## src/rtl/excp_commit_ctrl.sv

```systemverilog
// -----------------------------------------------------------------------------
// excp_commit_ctrl
//   Commit-stage exception sequencer between writeback and the CSR file.
//   Picks one event (interrupt > sync exception > ERTN) at the committing
//   instruction, waits for outstanding bus transactions to drain, strobes the
//   CSR file for one cycle, then flushes the pipe and redirects fetch.
//
//   Build option:
//     EXCP_CTRL_INT_EN  defined  : has_int is taken at commit (ecode 0x00)
//                       undefined: has_int is ignored
//
//   Ports:
//     clk, resetn                      clock, async active-low reset
//     wb_*                             committing instruction and its flags
//     wb_ready / wb_commit             commit accepted / normal retire
//     has_int, eentry, era             from the CSR file
//     bus_req_issue / bus_resp_done    outstanding-transaction tracking
//     bus_block                        forbid new bus issue
//     excp_flush, ertn_flush, ecode,
//     esubcode, epc, eaddr             CSR file update strobe and payload
//     pipe_flush, redirect_valid,
//     redirect_pc                      pipeline kill and fetch redirect
//
//   state    | meaning
//   ---------+-----------------------------------------------------------
//   IDLE     | accepting commits, watching for an event
//   DRAIN    | event captured, waiting for outstanding bus traffic to end
//   FLUSH    | one-cycle CSR strobe plus pipe_flush
//   REDIRECT | fetch redirect to eentry/era, CSR file already updated
// -----------------------------------------------------------------------------
module excp_commit_ctrl #(
  parameter int MAX_OUTSTANDING = 4
) (
  input  logic        clk,
  input  logic        resetn,
  input  logic        wb_valid,
  input  logic [31:0] wb_pc,
  input  logic        wb_excp,
  input  logic [5:0]  wb_ecode,
  input  logic [2:0]  wb_esubcode,
  input  logic [31:0] wb_badaddr,
  input  logic        wb_ertn,
  output logic        wb_ready,
  output logic        wb_commit,
  input  logic        has_int,
  input  logic [31:0] eentry,
  input  logic [31:0] era,
  input  logic        bus_req_issue,
  input  logic        bus_resp_done,
  output logic        bus_block,
  output logic        excp_flush,
  output logic        ertn_flush,
  output logic [5:0]  ecode,
  output logic [2:0]  esubcode,
  output logic [31:0] epc,
  output logic [31:0] eaddr,
  output logic        pipe_flush,
  output logic        redirect_valid,
  output logic [31:0] redirect_pc
);

  localparam int CNT_W = $clog2(MAX_OUTSTANDING + 1);
  localparam logic [CNT_W-1:0] CNT_MAX = CNT_W'(MAX_OUTSTANDING);

  typedef enum logic [1:0] {S_IDLE, S_DRAIN, S_FLUSH, S_REDIRECT} state_e;

  state_e           state_q;
  logic [CNT_W-1:0] cnt_q, cnt_d;
  logic             is_ertn_q;
  logic [5:0]       ecode_q;
  logic [2:0]       esubcode_q;
  logic [31:0]      epc_q, eaddr_q;
  logic             wb_ready_q, excp_flush_q, ertn_flush_q, pipe_flush_q, redirect_valid_q;

  logic int_take, ev, ev_ertn;

`ifdef EXCP_CTRL_INT_EN
  assign int_take = has_int;
`else
  // has_int is read but masked so the port stays connected in this build
  assign int_take = has_int & 1'b0;
`endif

  assign ev      = (state_q == S_IDLE) & wb_valid & (int_take | wb_excp | wb_ertn);
  assign ev_ertn = ~int_take & ~wb_excp;

  // Saturating up/down count; issue is counted regardless of bus_block
  always_comb begin
    cnt_d = cnt_q;
    if (bus_req_issue && !bus_resp_done && cnt_q != CNT_MAX)
      cnt_d = cnt_q + CNT_W'(1);
    else if (!bus_req_issue && bus_resp_done && cnt_q != '0)
      cnt_d = cnt_q - CNT_W'(1);
  end

  always_ff @(posedge clk or negedge resetn) begin
    if (!resetn) cnt_q <= '0;
    else         cnt_q <= cnt_d;
  end

  always_ff @(posedge clk or negedge resetn) begin
    if (!resetn) begin
      state_q          <= S_IDLE;
      is_ertn_q        <= 1'b0;
      ecode_q          <= '0;
      esubcode_q       <= '0;
      epc_q            <= '0;
      eaddr_q          <= '0;
      wb_ready_q       <= 1'b1;
      excp_flush_q     <= 1'b0;
      ertn_flush_q     <= 1'b0;
      pipe_flush_q     <= 1'b0;
      redirect_valid_q <= 1'b0;
    end else begin
      excp_flush_q     <= 1'b0;
      ertn_flush_q     <= 1'b0;
      pipe_flush_q     <= 1'b0;
      redirect_valid_q <= 1'b0;
      case (state_q)
        S_IDLE: begin
          if (ev) begin
            epc_q      <= wb_pc;
            is_ertn_q  <= ev_ertn;
            wb_ready_q <= 1'b0;
            if (int_take) begin
              ecode_q    <= '0;
              esubcode_q <= '0;
              eaddr_q    <= '0;
            end else if (wb_excp) begin
              ecode_q    <= wb_ecode;
              esubcode_q <= wb_esubcode;
              eaddr_q    <= wb_badaddr;
            end
            // a same-cycle issue at count 0 still has to drain first
            if (cnt_q == '0 && cnt_d == '0) begin
              state_q      <= S_FLUSH;
              excp_flush_q <= ~ev_ertn;
              ertn_flush_q <= ev_ertn;
              pipe_flush_q <= 1'b1;
            end else begin
              state_q <= S_DRAIN;
            end
          end
        end
        S_DRAIN: begin
          if (cnt_d == '0) begin
            state_q      <= S_FLUSH;
            excp_flush_q <= ~is_ertn_q;
            ertn_flush_q <= is_ertn_q;
            pipe_flush_q <= 1'b1;
          end
        end
        S_FLUSH: begin
          state_q          <= S_REDIRECT;
          redirect_valid_q <= 1'b1;
        end
        S_REDIRECT: begin
          state_q    <= S_IDLE;
          wb_ready_q <= 1'b1;
        end
        default: begin
          state_q    <= S_IDLE;
          wb_ready_q <= 1'b1;
        end
      endcase
    end
  end

  assign wb_ready       = wb_ready_q;
  assign wb_commit      = wb_valid & wb_ready_q & ~ev;
  assign bus_block      = (state_q != S_IDLE) | ev;
  assign excp_flush     = excp_flush_q;
  assign ertn_flush     = ertn_flush_q;
  assign pipe_flush     = pipe_flush_q;
  assign redirect_valid = redirect_valid_q;
  // eentry/era read live: the CSR file has absorbed the strobe by now
  assign redirect_pc    = redirect_valid_q ? (is_ertn_q ? era : eentry) : 32'h0;
  assign ecode          = ecode_q;
  assign esubcode       = esubcode_q;
  assign epc            = epc_q;
  assign eaddr          = eaddr_q;

endmodule

```

## config.mk

```make
export PLATFORM = sky130hd
export DESIGN_NAME = excp_commit_ctrl
export DESIGN_NICKNAME = d
export VERILOG_FILES = /design/src/rtl/excp_commit_ctrl.sv
export SDC_FILE = /design/constraint.sdc
export NUM_CORES = 1
export LEC_CHECK = 0
export ABC_AREA = 1
export CAP_MARGIN = 20
export CORE_MARGIN = 5
export CORE_UTILIZATION = 39
export DETAILED_ROUTE_END_ITERATION = 10
export MAX_ROUTING_LAYER = met4
export PLACE_DENSITY_LB_ADDON = 0.1
export SYNTH_ARGS = -nofsm -noshare
export SYNTH_HDL_FRONTEND = slang
export SYNTH_SLANG_ARGS = --single-unit
```

## constraint.sdc

```tcl
create_clock -name clk -period 5 [get_ports clk]
set_clock_uncertainty 0.05 [all_clocks]
set_input_delay 1 -clock clk [delete_from_list [all_inputs] [get_ports clk]]
set_output_delay 1 -clock clk [all_outputs]
set_load 0.05 [all_outputs]
```

-- After elaboration in Yosys (flattened, before gate mapping)
Cells that the tools add are included.
W data, S select, Z words.
- register bits: 84
- input port bits: 145
- output and inout port bits: 112
- logic and storage cells: 69
- multiplexer cells: 23
- reductions and logical operators: 17
- add/sub/neg operators: 2
- equality and inequality tests: 6
- bitwise logic cells: 9
- operators by type and width (kind ; number):
    $mux W32 ; 2
    $mux W1 ; 11
    $pmux W1 S2 ; 4
    $pmux W2 S4 ; 1
    $logic_not A3 Y1 ; 2
    $mux W2 ; 3
    $mux W3 ; 2
    $reduce_and A2 Y1 ; 3
    $logic_and A1 B1 Y1 ; 5
    $and A1 B1 Y1 ; 4
    $eq A2 B2 Y1 const B ; 2
    $ne A2 B2 Y1 const B ; 2
    $reduce_bool A2 Y1 ; 2
    $add A3 B1 Y3 const B ; 1
    $ne A3 B3 Y1 const B ; 1
    $not A1 Y1 ; 3
    $reduce_and A3 Y1 ; 1
    $reduce_bool A3 Y1 ; 1
    $sub A3 B1 Y3 const B ; 1
    $eq A2 B1 Y1 const B ; 1
    $logic_not A1 Y1 ; 2
    $logic_not A2 Y1 ; 1
    $or A1 B1 Y1 ; 2

-- Longest topological paths before layout
Gate-level depths: netlist (run 1).
- depth in word-level cells: 10
- mapped depth: 13
- mapped depth without buffers: 13

-- Least setup slack after synthesis (run 1)
OpenSTA, ideal clock, no wires.
- path type: input port to output port
- start point: input port wb_valid
- end point: output port wb_commit
- data arrival time: 2115 ps
- cell stages on the path: 6
- buffers on the path: 1
- data required time: 3950 ps
- path slack: 1835 ps
- cell sequence: nand2_1 -> nor2_4 -> inv_4 -> nand2_4 -> buf_2 -> nor2_1
- longest elaborated chain between the ends: 4
- elaborated cells on any way between the ends: 5
- classes of those cells: bitwise: 5
- RTL lines (what ; RTL line ; RTL):
    start, declared ; 36 ; input logic wb_valid,
    $and A1 B1 Y1 (2 in a row) ; 84 ; assign ev = (state_q == S_IDLE) & wb_valid & (int_take | wb_excp | wb_ertn);
    $not A1 Y1 ; 170 ; assign wb_commit = wb_valid & wb_ready_q & ~ev;
    $and A1 B1 Y1 (*) ; 170 ;
    end, declared ; 44 ; output logic wb_commit,
Every way passes the cells marked *; elsewhere a longest branch is shown, timed or not.

-- Worst setup path in the final report (run 1)
- start point: input port wb_valid
- end point: output port bus_block
- longest elaborated chain between the ends: 3
- RTL lines (what ; RTL line ; RTL):
    $and A1 B1 Y1 (2 in a row) ; 84 ;
    $or A1 B1 Y1 ; 171 ; assign bus_block = (state_q != S_IDLE) | ev;
    end, declared ; 50 ; output logic bus_block,
No other way between the ends.

==> results_dict.tcl, run 1 <==
set metrics [dict create \
    final.fill_count 790 \
    met1_length_mm 4.93 \
    mostFrequentLayoutCells "252 x clkdlybuf4s50_1, 243 x nand2_1, 83 x dfrtp_1" \
    avgSynthCellArea_sq_um 7.75 \
    critPathKind "in -> out" \
    finalSetupViolations 0 \
    crit_buf_inv 4 \
    synth_cell_types 24 \
    synth_edf_count 0 \
    post-cts-setup-buffer-count 0 \
    clock_latency_ns 0.34 \
    die_w_um 109 \
    power-per-cell-area_nw_per_um2 680 \
    worst_ep_arrival_time_ns 2.99 \
    rsz0062_at_grt "no" \
    ios 257 \
    cts.sinks 84 \
    vias_per_cell 4.63 \
    core_area_sq_um 9680 \
    initial_core_util_pct 39.6 \
    cp_cell_sequence "clkdlybuf4s50_1, nand2_1, nor2_4, inv_4, nand2_4, nor2_1, clkinv_1, buf_12" \
    track_usage_pct 22.5 \
    rows 36 \
    drt_iter0_markers 233 \
    dieArea_sq_um 11900 \
    async_reset_ff_share_pct 100 \
    layout-drive-gt1-share_pct 4.70 \
    met3_wirelength_mm 1.15 \
    period_share_pct 80.7 \
    highest_layer "met4" \
    cts_resized 0 \
    p_leak_nw 3.16 \
    startpoint_type "primary input" \
    setup_tns_ns 0 \
    final_common_cell "clkdlybuf4s50_1" \
    cts_buffers 9 \
    die_h_um 109 \
    yosysSeqAreaShare_pct 54.8 \
    cp_slowest_cell "clkdlybuf4s50_1" \
    fin_crit_ns 4.04 \
    final-max-slew-violation-count 0 \
    drc 0 \
    cp-end-kind "output port" \
    cap_viol_max_count 0 \
    hold_buffers 0 \
    whs_ns 0.423 \
    status "complete, no violations" \
    finalHoldViolations 0 \
    max_stage_delay_ns 0.45 \
    areaGrowthSynthToFinish_pct 73.7 \
    fmax_mhz 248 \
    dr_total_vias 4070 \
    overflow 0 \
    dp_hpwl_mm 10.1 \
    grt_first_pass_wirelength_mm 20.1 \
    syn-instance-count 495 \
    maxSlewHeadroom_pct 41.7 \
    cts_buffer_depth 2 \
    grt_max_degree 85 \
    synth-seq-cells 84 \
    syn_nets 647 \
    ir_drop_uv 405 \
    grt_pass1_vias 4035 \
    crit_fanout 43 \
    synth_ff_type "dfrtp_1" \
    antenna_found_initial 0 \
    finalPower_mw 4.53 \
    nets 893 \
    syn-cell-area_sq_um 3840 \
    cp.required_ns 3.95 \
    root_buffer "clkbuf_8" \
    clk_pin_slew_ns 0.08 \
    cts_tree "done" \
    holdCritPathClass "reg -> reg" \
    yosys_warnings 0 \
    path_delay_family "buffers and inverters" \
    gp_congestion 0.848 \
    ant_nets 0 \
    wl_per_cell_um 15.0 \
    htreeDepth 3 \
    tightest_slew_ns 0.870 \
    drt_first_pass_iters 5 \
    dr_wl_met2_mm 6.79 \
    port-buffer-count 255 \
    drt-total-wl_mm 13.2 \
]
## worst register-to-register path, delay by kind of cell, from the launching register on
kind                       cells  cell delay (ns)
AOI/OAI and AO/OA              1             0.25
adders and majority gates      1             0.26
buffers and inverters          3             0.96
DFF                            1             0.40
and+or+nand+nor                3             0.51
## report_power, final
part | switching, mW | internal (mW)
Clock | 0.234 | 0.175
Combinational | 2.01 | 0.933
Sequential | 0.187 | 0.996
Total | 2.43 | 2.10
## cell families (layout without fill, tap and decap cells)
kind of cell	after synthesis	in the layout	synth area share (%)
compound gates	38	38	5.21
simple gates	329	329	33.7
fa+ha+maj	7	7	2.28
buf+inv	37	287	4.01
flops	84	84	54.8
other cells	0	1	0
## state kept, by name (all words and copies together), names as in the netlist
name            cells
wb_ready            1
state_q             2
ecode               6
esubcode            3
eaddr              32
cnt_q               3
pipe_flush          1
excp_flush          1
redirect_valid      1
epc                32
is_ertn_q           1
ertn_flush          1
## routing by layer
layer | global-route usage, % | up-vias
li1 | - | 2008
met3 | 6.57 | 20
met4 | 8.37 | 0
met5 | - | -
met1 | 24.0 | 1886
met2 | 39.6 | 156
## cells in the mapped netlist (2+ instances only)
| master | instances | share of area (%) |
|---|---|---|
| buf_2 | 10 | 1.3 |
| clkbuf_1 | 13 | 1.3 |
| clkinv_1 | 2 | 0.20 |
| dfrtp_1 | 83 | 54 |
| ha_1 | 7 | 2.3 |
| inv_1 | 8 | 0.78 |
| inv_2 | 3 | 0.29 |
| nand2_1 | 243 | 24 |
| nand2_2 | 4 | 0.65 |
| nand3_1 | 8 | 1.0 |
| nand4_1 | 3 | 0.49 |
| nor2_1 | 66 | 6.5 |
| nor2_4 | 2 | 0.59 |
| o21ai_0 | 32 | 4.2 |
| o22ai_1 | 2 | 0.33 |
## metrics by stage
stage	cells	util (%)	area (sq um)	setup slack (ns)
floorplan	495	-	3840	1.83
global placement	862	66.9	6480	0.984
detailed placement	862	66.9	6480	0.914
CTS	877	68.5	6640	0.915
global route	878	68.8	6660	0.798
finish	879	68.8	6670	0.963
## final timing paths
| check | start | end | slack [ns] | cells after the start |
|---|---|---|---|---|
| min in group asynchronous | resetn | epc[13]$_DFFE_PN0P_ | 0.45 | 1 |
| hold / removal | epc[23]$_DFFE_PN0P_ | epc[23]$_DFFE_PN0P_ | 0.42 | 2 |
| setup / recovery | wb_valid | bus_block | 0.96 | 8 |
| max in group asynchronous | resetn | wb_ready$_DFFE_PN1P_ | 3.81 | 2 |
| setup reg to reg | state_q[0]$_DFFE_PN0P_ | wb_ready$_DFFE_PN1P_ | 2.51 | 8 |
| hold reg to reg | epc[23]$_DFFE_PN0P_ | epc[23]$_DFFE_PN0P_ | 0.42 | 2 |
## final cells by class
cell class | count | area (sq um) | area share [%]
Tap cell | 133 | 166 | 2.50
Multi-Input combinational cell | 374 | 1580 | 23.7
Clock inverter | 5 | 30.0 | 0.450
Clock buffer | 10 | 128 | 1.91
Antenna cell | 1 | 2.50 | 0.0375
Sequential cell | 84 | 2100 | 31.6
Timing Repair Buffer | 258 | 2600 | 39.0
Inverter | 14 | 55.1 | 0.826
(Power assumes the default switching activity.)
==> run 2: changes to the inputs <==
--- a/config.mk
+++ b/config.mk
@@ -8,7 +8,7 @@
 export ABC_AREA = 1
 export CAP_MARGIN = 20
 export CORE_MARGIN = 5
-export CORE_UTILIZATION = 39
+export CORE_UTILIZATION = 33
 export DETAILED_ROUTE_END_ITERATION = 10
 export MAX_ROUTING_LAYER = met4
 export PLACE_DENSITY_LB_ADDON = 0.1
==> constraint.sdc (replaced) <==
create_clock -name clk -period 3.6 [get_ports clk]
set_clock_uncertainty 0.05 [all_clocks]
set_input_delay 0.72 -clock clk [delete_from_list [all_inputs] [get_ports clk]]
set_output_delay 0.72 -clock clk [all_outputs]
set_load 0.05 [all_outputs]
==> run 2 against run 1 <==
Sequential share of layout area decreased by 0.24 points. Design area increased by 0.75%. Setup slack got worse by 0.17 ns. Largest cell class unchanged.
==> results_dict.tcl, run 2 (same netlist as run 1, synthesis figures left out) <==
set metrics [dict create \
    status "complete, no violations" \
    grt_first_pass_wirelength_mm 20.5 \
    ant_nets 0 \
    power-per-cell-area_nw_per_um2 971 \
    dp_hpwl_mm 9.92 \
    worst_ep_arrival_time_ns 2.04 \
    track_usage_pct 18.8 \
    htreeDepth 3 \
    p_leak_nw 3.27 \
    ir_drop_uv 536 \
    clock_latency_ns 0.33 \
    core_area_sq_um 11400 \
    sw_frac_of_total_pct 52.0 \
    cp_cell_sequence "clkdlybuf4s50_1, nand2_1, nor2_4, inv_4, nand2_4, nor2_1, clkinv_1, buf_12" \
    post-cts-setup-buffer-count 0 \
    overflow 0 \
    critPathKind "in -> out" \
    fmax_mhz 356 \
    seq_area_sq_um 2100 \
    tightest_slew_ns 0.854 \
    whs_ns 0.321 \
    dieArea_sq_um 13900 \
    fin_crit_ns 2.81 \
    initial_core_util_pct 33.6 \
    cap_viol_max_count 0 \
    period_share_pct 78.1 \
    cp_slowest_cell "clkdlybuf4s50_1" \
    hold_buffers 0 \
    antenna_found_initial 1 \
    drt_iter0_markers 114 \
    dr_total_vias 4011 \
    dp_slack_ns 0.788 \
    final_common_cell "nand2_1" \
    die_w_um 118 \
    crit_fanout 3 \
    grt_max_degree 85 \
    final.fill_count 1039 \
    path_delay_family "buffers and inverters" \
    cp.required_ns 2.83 \
    setup_tns_ns 0 \
    grt_pass1_vias 3882 \
    ios 257 \
    maxSlewHeadroom_pct 42.7 \
    mostFrequentLayoutCells "243 x nand2_1, 220 x clkdlybuf4s50_1, 83 x dfrtp_1" \
    max_stage_delay_ns 0.48 \
    cts_buffer_depth 2 \
    p_seq_share_pct 24.8 \
    vias_per_cell 4.50 \
    gp_congestion 0.860 \
    multiInputGateArea_sq_um 1580 \
    power_frac_comb_pct 62.6 \
    areaGrowthSynthToFinish_pct 75.0 \
    cts_tree "done" \
    drt-total-wl_mm 13.0 \
    drc 0 \
    clockPowerShare_pct 12.6 \
    startpoint_type "primary input" \
    wl_per_cell_um 14.5 \
    port-buffer-count 255 \
    finalSetupViolations 0 \
    root_buffer "clkbuf_16" \
    cts.sinks 84 \
    cts_resized 0 \
    die_h_um 118 \
    cts_buffers 9 \
    power.internal_mw 3.13 \
    cp-end-kind "output port" \
    finalHoldViolations 0 \
    crit_buf_inv 4 \
    clk_pin_slew_ns 0.06 \
    post-route-util_pct 58.8 \
    worst_slack_ns 0.790 \
    nets 896 \
    drt_first_pass_iters 4 \
    power_switching_mw 3.39 \
    holdCritPathClass "in -> async" \
    final-max-slew-violation-count 0 \
    rsz0062_at_grt "no" \
    layout-drive-gt1-share_pct 9.09 \
    rows 39 \
]
run 2: area by class of cell:
cell class | count | area share (%)
Sequential cell | 84 | 31.3
Multi-Input combinational cell | 374 | 23.5
Antenna cell | 1 | 0.0373
Inverter | 14 | 0.820
Timing Repair Buffer | 261 | 37.7
Tap cell | 143 | 2.66
Clock inverter | 3 | 0.354
Clock buffer | 12 | 3.52
run 2: power by group through the flow:
stage	combinational, mW	clock (mW)	sequential, mW
floorplan	1.23	0	3.05
global placement	4.07	0	1.61
detailed placement	4.12	0	1.63
CTS	4.13	0.855	1.62
global route	4.34	0.885	1.68
finish	4.08	0.824	1.62
run 2: worst register-to-register path, cell delays in order, from the launching register on:
cell     delay [ns]
dfrtp_1        0.41
inv_1          0.10
ha_1           0.25
nand2_1        0.12
nor2_4         0.12
inv_4          0.05
nand2_4        0.05
buf_4          0.33
inv_2          0.33
a22o_1         0.32
run 2: stage by stage:
stage	cells	power (mW)	instance area, sq um
floorplan	495	4.28	3840
global placement	875	5.69	6430
detailed placement	875	5.74	6430
CTS	890	6.61	6690
global route	892	6.90	6720
finish	892	6.52	6720
run 2: final timing paths:
kind,start,endpoint,slack [ns],cells after the start
worst min register to register,epc[23]$_DFFE_PN0P_,epc[23]$_DFFE_PN0P_,0.42,2
min in group clk,epc[23]$_DFFE_PN0P_,epc[23]$_DFFE_PN0P_,0.42,2
max in group asynchronous,resetn,eaddr[6]$_DFFE_PN0P_,2.56,2
worst min-delay path,resetn,ecode[2]$_DFFE_PN0P_,0.32,1
worst max register to register,state_q[0]$_DFFE_PN0P_,wb_ready$_DFFE_PN1P_,1.40,9
worst max-delay path,wb_valid,bus_block,0.79,8
run 2: routing by layer:
metal	routed length [um]	vias up	track usage [%]
met2	6520	172	31.7
met3	1010	17	5.38
met1	5210	1805	21.5
met4	227	0	6.16
li1	-	2017	-
met5	0	-	-
